File: src/rtl/apb_pkg.sv
// apb_pkg: shared types and default widths for the APB requester bridge.
//   apb_state_t : bridge FSM encoding (IDLE -> SETUP -> ACCESS -> RESP)
//   apb_cmd_t   : one command as accepted on the valid/ready command channel,
//                 sized with the default widths
package apb_pkg;

    localparam int unsigned ADDR_W_DEF  = 8;
    localparam int unsigned DATA_W_DEF  = 32;
    localparam int unsigned WAIT_W_DEF  = 4;
    localparam int unsigned TIMEOUT_DEF = 16;

    typedef enum logic [1:0] {
        IDLE   = 2'd0,
        SETUP  = 2'd1,
        ACCESS = 2'd2,
        RESP   = 2'd3
    } apb_state_t;

    // 'wait' is a keyword, hence wait_st
    typedef struct packed {
        logic                  write;
        logic [ADDR_W_DEF-1:0] addr;
        logic [DATA_W_DEF-1:0] wdata;
        logic [WAIT_W_DEF-1:0] wait_st;
    } apb_cmd_t;

endpackage

File: src/rtl/apb_master_bridge.sv
// apb_master_bridge: turns one valid/ready command into one APB SETUP->ACCESS
// transfer and returns the result on a valid/ready response channel.
// Single outstanding transfer. A watchdog aborts ACCESS after TIMEOUT cycles
// without PREADY (TIMEOUT=0 disables it).
// Ports:
//   PCLK, PRESET              clock (rising edge), synchronous active-low reset
//   cmd_valid/cmd_ready       command handshake; cmd_ready = (state == IDLE)
//   cmd_write/addr/wdata/wait command payload, latched on the handshake
//   rsp_valid/rsp_ready       response handshake
//   rsp_rdata, rsp_err        read data (0 for writes/aborts), abort flag
//   PSEL/PENABLE/PWRITE/PADDR/PWDATA/PWAIT   APB request to the slave
//   PREADY, PRDATA            APB completion from the slave
module apb_master_bridge
    import apb_pkg::*;
#(
    parameter int unsigned ADDR_W  = ADDR_W_DEF,
    parameter int unsigned DATA_W  = DATA_W_DEF,
    parameter int unsigned WAIT_W  = WAIT_W_DEF,
    parameter int unsigned TIMEOUT = TIMEOUT_DEF
) (
    input  logic              PCLK,
    input  logic              PRESET,

    input  logic              cmd_valid,
    output logic              cmd_ready,
    input  logic              cmd_write,
    input  logic [ADDR_W-1:0] cmd_addr,
    input  logic [DATA_W-1:0] cmd_wdata,
    input  logic [WAIT_W-1:0] cmd_wait,

    output logic              rsp_valid,
    input  logic              rsp_ready,
    output logic [DATA_W-1:0] rsp_rdata,
    output logic              rsp_err,

    output logic              PSEL,
    output logic              PENABLE,
    output logic              PWRITE,
    output logic [ADDR_W-1:0] PADDR,
    output logic [DATA_W-1:0] PWDATA,
    output logic [WAIT_W-1:0] PWAIT,
    input  logic              PREADY,
    input  logic [DATA_W-1:0] PRDATA
);

    // Counter keeps at least one bit so a disabled watchdog still elaborates.
    localparam int unsigned WD_W = (TIMEOUT > 0) ? $clog2(TIMEOUT + 1) : 1;
    localparam logic [WD_W-1:0] WD_LAST = WD_W'((TIMEOUT > 0) ? TIMEOUT - 1 : 0);

    apb_state_t        state_q,     state_d;
    logic              psel_q,      psel_d;
    logic              penable_q,   penable_d;
    logic              pwrite_q,    pwrite_d;
    logic [ADDR_W-1:0] paddr_q,     paddr_d;
    logic [DATA_W-1:0] pwdata_q,    pwdata_d;
    logic [WAIT_W-1:0] pwait_q,     pwait_d;
    logic              rsp_valid_q, rsp_valid_d;
    logic              rsp_err_q,   rsp_err_d;
    logic [DATA_W-1:0] rsp_rdata_q, rsp_rdata_d;
    logic [WD_W-1:0]   wd_cnt_q,    wd_cnt_d;

    always_ff @(posedge PCLK) begin
        if (!PRESET) begin
            state_q     <= IDLE;
            psel_q      <= 1'b0;
            penable_q   <= 1'b0;
            pwrite_q    <= 1'b0;
            paddr_q     <= '0;
            pwdata_q    <= '0;
            pwait_q     <= '0;
            rsp_valid_q <= 1'b0;
            rsp_err_q   <= 1'b0;
            rsp_rdata_q <= '0;
            wd_cnt_q    <= '0;
        end else begin
            state_q     <= state_d;
            psel_q      <= psel_d;
            penable_q   <= penable_d;
            pwrite_q    <= pwrite_d;
            paddr_q     <= paddr_d;
            pwdata_q    <= pwdata_d;
            pwait_q     <= pwait_d;
            rsp_valid_q <= rsp_valid_d;
            rsp_err_q   <= rsp_err_d;
            rsp_rdata_q <= rsp_rdata_d;
            wd_cnt_q    <= wd_cnt_d;
        end
    end

    always_comb begin
        state_d     = state_q;
        psel_d      = psel_q;
        penable_d   = penable_q;
        pwrite_d    = pwrite_q;
        paddr_d     = paddr_q;
        pwdata_d    = pwdata_q;
        pwait_d     = pwait_q;
        rsp_valid_d = rsp_valid_q;
        rsp_err_d   = rsp_err_q;
        rsp_rdata_d = rsp_rdata_q;
        wd_cnt_d    = wd_cnt_q;

        unique case (state_q)
            IDLE: begin
                if (cmd_valid) begin
                    pwrite_d  = cmd_write;
                    paddr_d   = cmd_addr;
                    pwdata_d  = cmd_wdata;
                    pwait_d   = cmd_wait;
                    psel_d    = 1'b1;
                    penable_d = 1'b0;
                    state_d   = SETUP;
                end
            end
            SETUP: begin
                penable_d = 1'b1;
                wd_cnt_d  = '0;
                state_d   = ACCESS;
            end
            ACCESS: begin
                // PREADY wins over the watchdog on the final allowed cycle.
                if (PREADY) begin
                    rsp_rdata_d = pwrite_q ? '0 : PRDATA;
                    rsp_err_d   = 1'b0;
                    rsp_valid_d = 1'b1;
                    psel_d      = 1'b0;
                    penable_d   = 1'b0;
                    state_d     = RESP;
                end else if ((TIMEOUT != 0) && (wd_cnt_q == WD_LAST)) begin
                    rsp_rdata_d = '0;
                    rsp_err_d   = 1'b1;
                    rsp_valid_d = 1'b1;
                    psel_d      = 1'b0;
                    penable_d   = 1'b0;
                    state_d     = RESP;
                end else if (wd_cnt_q != '1) begin
                    wd_cnt_d = wd_cnt_q + WD_W'(1);
                end
            end
            RESP: begin
                if (rsp_ready) begin
                    rsp_valid_d = 1'b0;
                    state_d     = IDLE;
                end
            end
            default: state_d = IDLE;
        endcase
    end

    assign cmd_ready = (state_q == IDLE);
    assign rsp_valid = rsp_valid_q;
    assign rsp_rdata = rsp_rdata_q;
    assign rsp_err   = rsp_err_q;
    assign PSEL      = psel_q;
    assign PENABLE   = penable_q;
    assign PWRITE    = pwrite_q;
    assign PADDR     = paddr_q;
    assign PWDATA    = pwdata_q;
    assign PWAIT     = pwait_q;

endmodule
File: config.mk
export PLATFORM = sky130hd
export DESIGN_NAME = apb_master_bridge
export DESIGN_NICKNAME = d
export VERILOG_FILES = /design/src/rtl/apb_pkg.sv /design/src/rtl/apb_master_bridge.sv
export SDC_FILE = /design/constraint.sdc
export NUM_CORES = 1
export LEC_CHECK = 0
export ABC_AREA = 1
export BUFFER_PORTS_ARGS = -buffer_cell sky130_fd_sc_hd__buf_2
export CAP_MARGIN = 20
export CORE_MARGIN = 5
export CORE_UTILIZATION = 28
export CTS_BUF_LIST = sky130_fd_sc_hd__clkbuf_4 sky130_fd_sc_hd__clkbuf_8
export CTS_CLUSTER_SIZE = 20
export DETAILED_ROUTE_END_ITERATION = 8
export PLACE_DENSITY_LB_ADDON = 0.15
export SYNTH_ARGS = -nofsm -noshare
export SYNTH_HDL_FRONTEND = slang
export SYNTH_SLANG_ARGS = --single-unit
File: constraint.sdc
create_clock -name PCLK -period 1.6 [get_ports PCLK]
set_input_delay 0.16 -clock PCLK [delete_from_list [all_inputs] [get_ports PCLK]]
set_output_delay 0.16 -clock PCLK [all_outputs]
set_load 0.02 [all_outputs]
==> results.json, run 1 <==
{
  "top_layer": "met4",
  "fin_ws_ns": -0.0179,
  "fin_nets": 698,
  "hold_buffers": 0,
  "clock_latency_ns": 0.37,
  "worstPathBufferInverterCount": 1,
  "tightest_slew_ns": 0.400,
  "internal_power_w": 0.00490,
  "grt_max_degree": 54,
  "synth_cell_type_count": 20,
  "p_per_area_nw_per_um2": 1580,
  "overflow": 0,
  "cp-startpoint": "wd_cnt_q[0]",
  "r2r_start": "wd_cnt_q[0]",
  "cts_tree": "done",
  "min_period_over_period_pct": 101,
  "num_rows": 40,
  "outcome": "complete, but fails checks",
  "cp_common_cell": "ha_4",
  "synth_nets": 530,
  "fp.dieH_um": 121,
  "dp_hpwl_um": 6650,
  "gp_congestion": 0.797,
  "dieArea_sq_um": 14500,
  "cp.arrival_ns": 1.92,
  "startpoint_type": "flop",
  "ys_seq_area_share_pct": 51.5,
  "m1WireLength_um": 4260,
  "pwr-share-comb_pct": 36.6,
  "seqPwrFrac_pct": 37.1,
  "wl_per_cell_um": 12.9,
  "grt_pass1_wl_um": 15000,
  "crit_cells": 8,
  "avgViaCountPerCell": 4.34,
  "fin_skew_ns": 0.00943,
  "cp_max_fo": 8,
  "syn-instance-count": 440,
  "grt_pass1_vias": 3179,
  "rsz0062_at_grt": "yes",
  "cts_buffer_depth": 2,
  "syn_avg_cell_area_sq_um": 7.78,
  "p_clk_share_pct": 26.2,
  "clock_sinks": 88,
  "whs_path_depth": 3,
  "drt-pass1-iter-count": 4,
  "final_common_cell": "buf_2",
  "via_count": 3299,
  "drive_gt1_share_pct": 40.3,
  "synth_seq_cells": 88,
  "setup_violations": 13,
  "reg2reg_to": "rsp_rdata[25]",
  "cts_root_buf": "clkbuf_8",
  "required_ns": 1.90,
  "area_growth_syn_to_layout_pct": 43.5,
  "num_io_pins": 164,
  "fin_crit_ns": 1.62,
  "post-route-drc-count": 0,
  "start_util_pct": 28.5,
  "port_buffers": 163,
  "drt_iter0_markers": 134,
  "h-tree-depth": 3,
  "grt_use_total_pct": 12.9,
  "ant_nets": 0,
  "die_w_um": 121,
  "max_freq_ghz": 0.618,
  "power.net_switching_w": 0.00285,
  "r2r_slack_ns": -0.02,
  "cp_top_family": "compound AO/OA/AOI/OAI gates",
  "cts_inserted_buffers": 9,
  "leakage_nw": 2.36,
  "violations": "negative setup slack",
  "fin_cells": 760,
  "design_area_sq_um": 4910,
  "wl_met3_um": 1230,
  "reg2reg_depth": 8,
  "crit_type": "flop to flop",
  "maxCapViolCount": 0,
  "max_stage_delay_ns": 0.34,
  "core_area_sq_um": 12000,
  "slew_violations": 0,
  "clk_pin_slew_ns": 0.10,
  "dr_wl_met2_um": 4140,
  "sw_frac_of_total_pct": 36.7,
  "dp.cells": 739,
  "ir_drop_uv": 746,
  "postPlaceCellArea_sq_um": 4460,
  "slowest_stage": "dfxtp_2",
  "yosys_warnings": 0,
  "endpoint_kind": "flop",
  "synth_area_sq_um": 3420,
  "mostFrequentLayoutCells": "buf_2 (163), nor2_1 (101), dfxtp_1 (86), nand2_1 (80), o21ai_0 (45)",
  "wl_um": 9820,
  "cp-endpoint": "rsp_rdata[25]",
  "grt_antenna_before_repair": 0,
  "hold_violations": 0,
  "cp_cell_sequence": "ha_4 > nand2_4 > nor2_4 > ha_4 > o21ai_4 > clkbuf_16 > nand2_2 > a21oi_2",
  "timing.slew.headroom_pct": 73.2,
  "antennaDiodeCount": 0,
  "hp-class": "primary input to flop"
}
-- power groups by stage --
stage / Clock [W] / Combinational, W / Sequential (W)
global placement: 0 / 0.00272 / 0.00290
detailed placement: 0 / 0.00274 / 0.00291
finish: 0.00203 / 0.00284 / 0.00288
global route: 0.00223 / 0.00317 / 0.00294
floorplan: 0 / 0.00127 / 0.00342
CTS: 0.00212 / 0.00274 / 0.00287
-- layout make-up --
type	count	area, sq um
Clock buffer	9	124
Clock inverter	7	143
Fill cell	1257	7100
Inverter	22	82.6
Multi-Input combinational cell	306	1550
Sequential cell	88	1760
Tap cell	147	184
Timing Repair Buffer	181	1060
-- per-layer routing --
| metal | vias to the layer above | GRT usage [%] |
|---|---|---|
| li1 | 1716 | - |
| met5 | - | 0 |
| met1 | 1440 | 15.5 |
| met3 | 12 | 7.06 |
| met2 | 131 | 18.8 |
| met4 | 0 | 6.16 |
-- cell families after synthesis --
family                     Yosys count  share of synthesized area, %
DFF                                 88                          51.5
adders and majority gates            8                          2.93
AOI/OAI and AO/OA                   85                          14.5
and+or+nand+nor                    213                          24.7
buffers and inverters               46                          6.40
-- worst min-delay path, stage by stage --
cell	delay (ns)
buf_2	0.07
o21ai_0	0.07
nor2_1	0.07
-- state kept, by name, indices dropped and copies added, names as in the netlist --
register,cells
PENABLE,1
rsp_err,1
PWAIT,4
PWDATA,32
PADDR,8
rsp_rdata,32
wd_cnt_q,5
rsp_valid,1
PSEL,1
PWRITE,1
state_q,2
-- through the flow --
step / setup TNS (ns) / total power, W / hold WS [ns] / utilization, % / worst slack (ns)
floorplan: 0 / 0.00469 / 0.302 / - / 0.0541
global placement: 0 / 0.00562 / 0.408 / 37.1 / 0.0246
detailed placement: -0.0914 / 0.00565 / 0.415 / 37.1 / -0.0310
CTS: 0 / 0.00773 / 0.00483 / 39.4 / 0.00288
global route: -2.36 / 0.00833 / 0.0116 / 40.9 / -0.111
finish: -0.136 / 0.00775 / 0.0303 / 40.9 / -0.0179
-- worst min-delay path by stage --
stage	endpoint	slack (ns)	from
after global placement	PWDATA[5]	0.41	cmd_wdata[5]
final	PWDATA[14]	0.03	cmd_wdata[14]
after global routing	rsp_rdata[4]	0.01	PRDATA[4]
after detailed placement	PWDATA[16]	0.41	cmd_wdata[16]
after CTS	PWDATA[14]	0.005	cmd_wdata[14]
after floorplan	rsp_rdata[30]	0.30	PRDATA[30]
-- synthesized netlist by cell type --
cell type,number,share of area (%)
nand3_1,6,0.88
dfxtp_1,88,51
inv_2,1,0.11
o21ai_0,45,6.6
clkbuf_1,9,0.99
o21ai_4,1,0.48
nand2_4,1,0.33
buf_6,4,1.3
clkinv_1,1,0.11
a21oi_2,16,4.1
ha_1,8,2.9
buf_2,10,1.5
nand2_2,6,1.1
nand4_1,3,0.55
nor2_4,1,0.33
inv_1,20,2.2
a21oi_1,23,3.4
buf_4,1,0.22
nand2_1,94,10
nor2_1,102,11
-- repair_timing --
| action | in CTS | in global routing |
|---|---|---|
| buffers inserted | 0 | 2 |
| pin swaps | 1 | 7 |
| endpoints found under the setup margin | 35 | 43 |
| hold endpoints to repair | 0 | 0 |
| gates cloned | 0 | 3 |
| gates resized for setup | 2 | 29 |
No activity file was read; power rests on OpenSTA's default activity.
==> run 2, diff against run 1 <==
==> constraint.sdc (replaced) <==
create_clock -name PCLK -period 1.6 [get_ports PCLK]
set_input_delay 0.32 -clock PCLK [delete_from_list [all_inputs] [get_ports PCLK]]
set_output_delay 0.32 -clock PCLK [all_outputs]
set_load 0.02 [all_outputs]
==> run 2 against run 1 <==
Net effect: the flow still finishes with violations (negative setup slack); via count grew 0.58%; clock power barely moved; first-iteration DRC count rose by 10%; power up 0.91%; fmax up 0.14%; combinational power rose by 2%; non-clock buffer count down 1; hold slack improved by 0.16 ns; global-route usage hardly changed; largest cell class unchanged; clock-buffer cell count did not move.
==> results.json, run 2 (synthesized netlist as in run 1, its figures left out) <==
{
  "outcome": "complete, but fails checks",
  "violations": "negative setup slack",
  "hold_violations": 0,
  "port_buffers": 163,
  "drive_gt1_share_pct": 41.5,
  "maxCapViolCount": 0,
  "start_util_pct": 28.5,
  "drt-pass1-iter-count": 4,
  "dieArea_sq_um": 14500,
  "cts_root_buf": "clkbuf_8",
  "tightest_slew_ns": 0.396,
  "min_period_over_period_pct": 101,
  "setup_violations": 10,
  "core_area_sq_um": 12000,
  "ant_nets": 0,
  "p_per_area_nw_per_um2": 1580,
  "drt_iter0_markers": 148,
  "wl_um": 9940,
  "grt_use_met3_pct": 7.06,
  "gp_congestion": 0.797,
  "cp_common_cell": "ha_4",
  "antennaDiodeCount": 0,
  "cp_cell_sequence": "ha_4 > nand2_4 > nor2_4 > ha_4 > o21ai_4 > clkbuf_16 > nand2_2 > a21oi_1",
  "grt_max_degree": 54,
  "post-route-drc-count": 0,
  "slew_violations": 0,
  "fin_skew_ns": 0.00937,
  "cts_tree": "done",
  "dp_slack_ns": -0.0310,
  "clock_latency_ns": 0.37,
  "grt_pass1_vias": 3175,
  "mostFrequentLayoutCells": "buf_2 (162), nor2_1 (101), dfxtp_1 (85), nand2_1 (76), o21ai_0 (45)",
  "startpoint_type": "flop",
  "leakage_nw": 2.36,
  "required_ns": 1.90,
  "wl_per_cell_um": 13.1,
  "hp-class": "primary input to flop",
  "cts_buffer_depth": 2,
  "use_met1_pct": 15.5,
  "max_stage_delay_ns": 0.34,
  "num_io_pins": 164,
  "slowest_stage": "dfxtp_2",
  "use_met2_pct": 18.8,
  "die_w_um": 121,
  "grt_antenna_before_repair": 0,
  "cp_top_family": "compound AO/OA/AOI/OAI gates",
  "crit_type": "flop to flop",
  "overflow": 0,
  "final.setup.tns_ns": -0.0790,
  "clock_sinks": 88,
  "ir_drop_uv": 746,
  "worstPathBufferInverterCount": 1,
  "via_count": 3318,
  "grt_pass1_wl_um": 15000,
  "fp.dieH_um": 121,
  "grt_use_total_pct": 12.9,
  "fin_crit_ns": 1.62,
  "fill_cells": 1251,
  "cts_inserted_buffers": 9,
  "top_usage_layer": "met2",
  "fin_ws_ns": -0.0157,
  "rsz0062_at_grt": "yes",
  "fin_nets": 697,
  "cp.arrival_ns": 1.91,
  "area_growth_syn_to_layout_pct": 44.7,
  "num_rows": 40,
  "cp_max_fo": 8,
  "endpoint_kind": "flop",
  "dp_hpwl_um": 6650,
  "timing.slew.headroom_pct": 73.5,
  "h-tree-depth": 3,
  "clk_pin_slew_ns": 0.10,
  "max_freq_ghz": 0.619,
  "final_common_cell": "buf_2",
  "avgViaCountPerCell": 4.37
}
==> run 2: final timing paths <==
check                        to  slack (ns)  depth (start not counted)          start
setup / recovery  rsp_rdata[24]       -0.02                          8    wd_cnt_q[0]
hold / removal       PWDATA[14]        0.19                          3  cmd_wdata[14]
setup reg to reg  rsp_rdata[24]       -0.02                          8    wd_cnt_q[0]
hold reg to reg   rsp_rdata[21]        0.46                          2  rsp_rdata[21]
==> run 2: through the flow <==
| stage | util, % | total power [W] | cells | hold slack [ns] | area, sq um |
|---|---|---|---|---|---|
| finish | 41.2 | 0.00782 | 759 | 0.190 | 4950 |
| global route | 41.2 | 0.00840 | 759 | 0.172 | 4950 |
| CTS | 39.5 | 0.00778 | 755 | 0.165 | 4750 |
| detailed placement | 37.1 | 0.00565 | 739 | 0.450 | 4460 |
| global placement | 37.1 | 0.00562 | 739 | 0.445 | 4460 |
| floorplan | - | 0.00469 | 440 | 0.456 | 3420 |
==> run 2: final cells by class <==
| cell class | count | area [sq um] | area share [%] |
|---|---|---|---|
| inverters | 22 | 82.6 | 1.67 |
| clock inverters | 7 | 143 | 2.88 |
| repair buffers | 180 | 1060 | 21.5 |
| flip-flops and latches | 88 | 1770 | 35.7 |
| well taps | 147 | 184 | 3.71 |
| multi-input cells | 306 | 1590 | 32.1 |
| clock buffers | 9 | 124 | 2.50 |
==> run 2: routing by layer <==
layer  wire length (um)  share of wire (%)
met5                  0                  0
met4                191                1.9
met3               1260                 13
met2               4280                 43
met1               4210                 42
==> run 2: power breakdown <==
part	switching [W]	total (W)	leakage, nW	internal [W]
clock network	0.000833	0.00203	0.134	0.00120
registers	0.000241	0.00288	0.722	0.00264
logic	0.00180	0.00290	1.51	0.00110
total	0.00288	0.00782	2.36	0.00494
==> run 2: worst reg2reg max path, stage by stage (launching register included) <==
cell and delay [ns]:
dfxtp_2 0.34, ha_4 0.17, nand2_4 0.07, nor2_4 0.04, ha_4 0.17, o21ai_4 0.33, clkbuf_16 0.25, nand2_2 0.05
a21oi_1 0.13
==> run 2: repair_timing <==
action,4_1_cts,5_1_grt
setup buffers,0,1
resized for setup,6,38
pin swaps,1,10
hold buffers,0,0
endpoints found under the setup margin,36,43
cloned,0,3
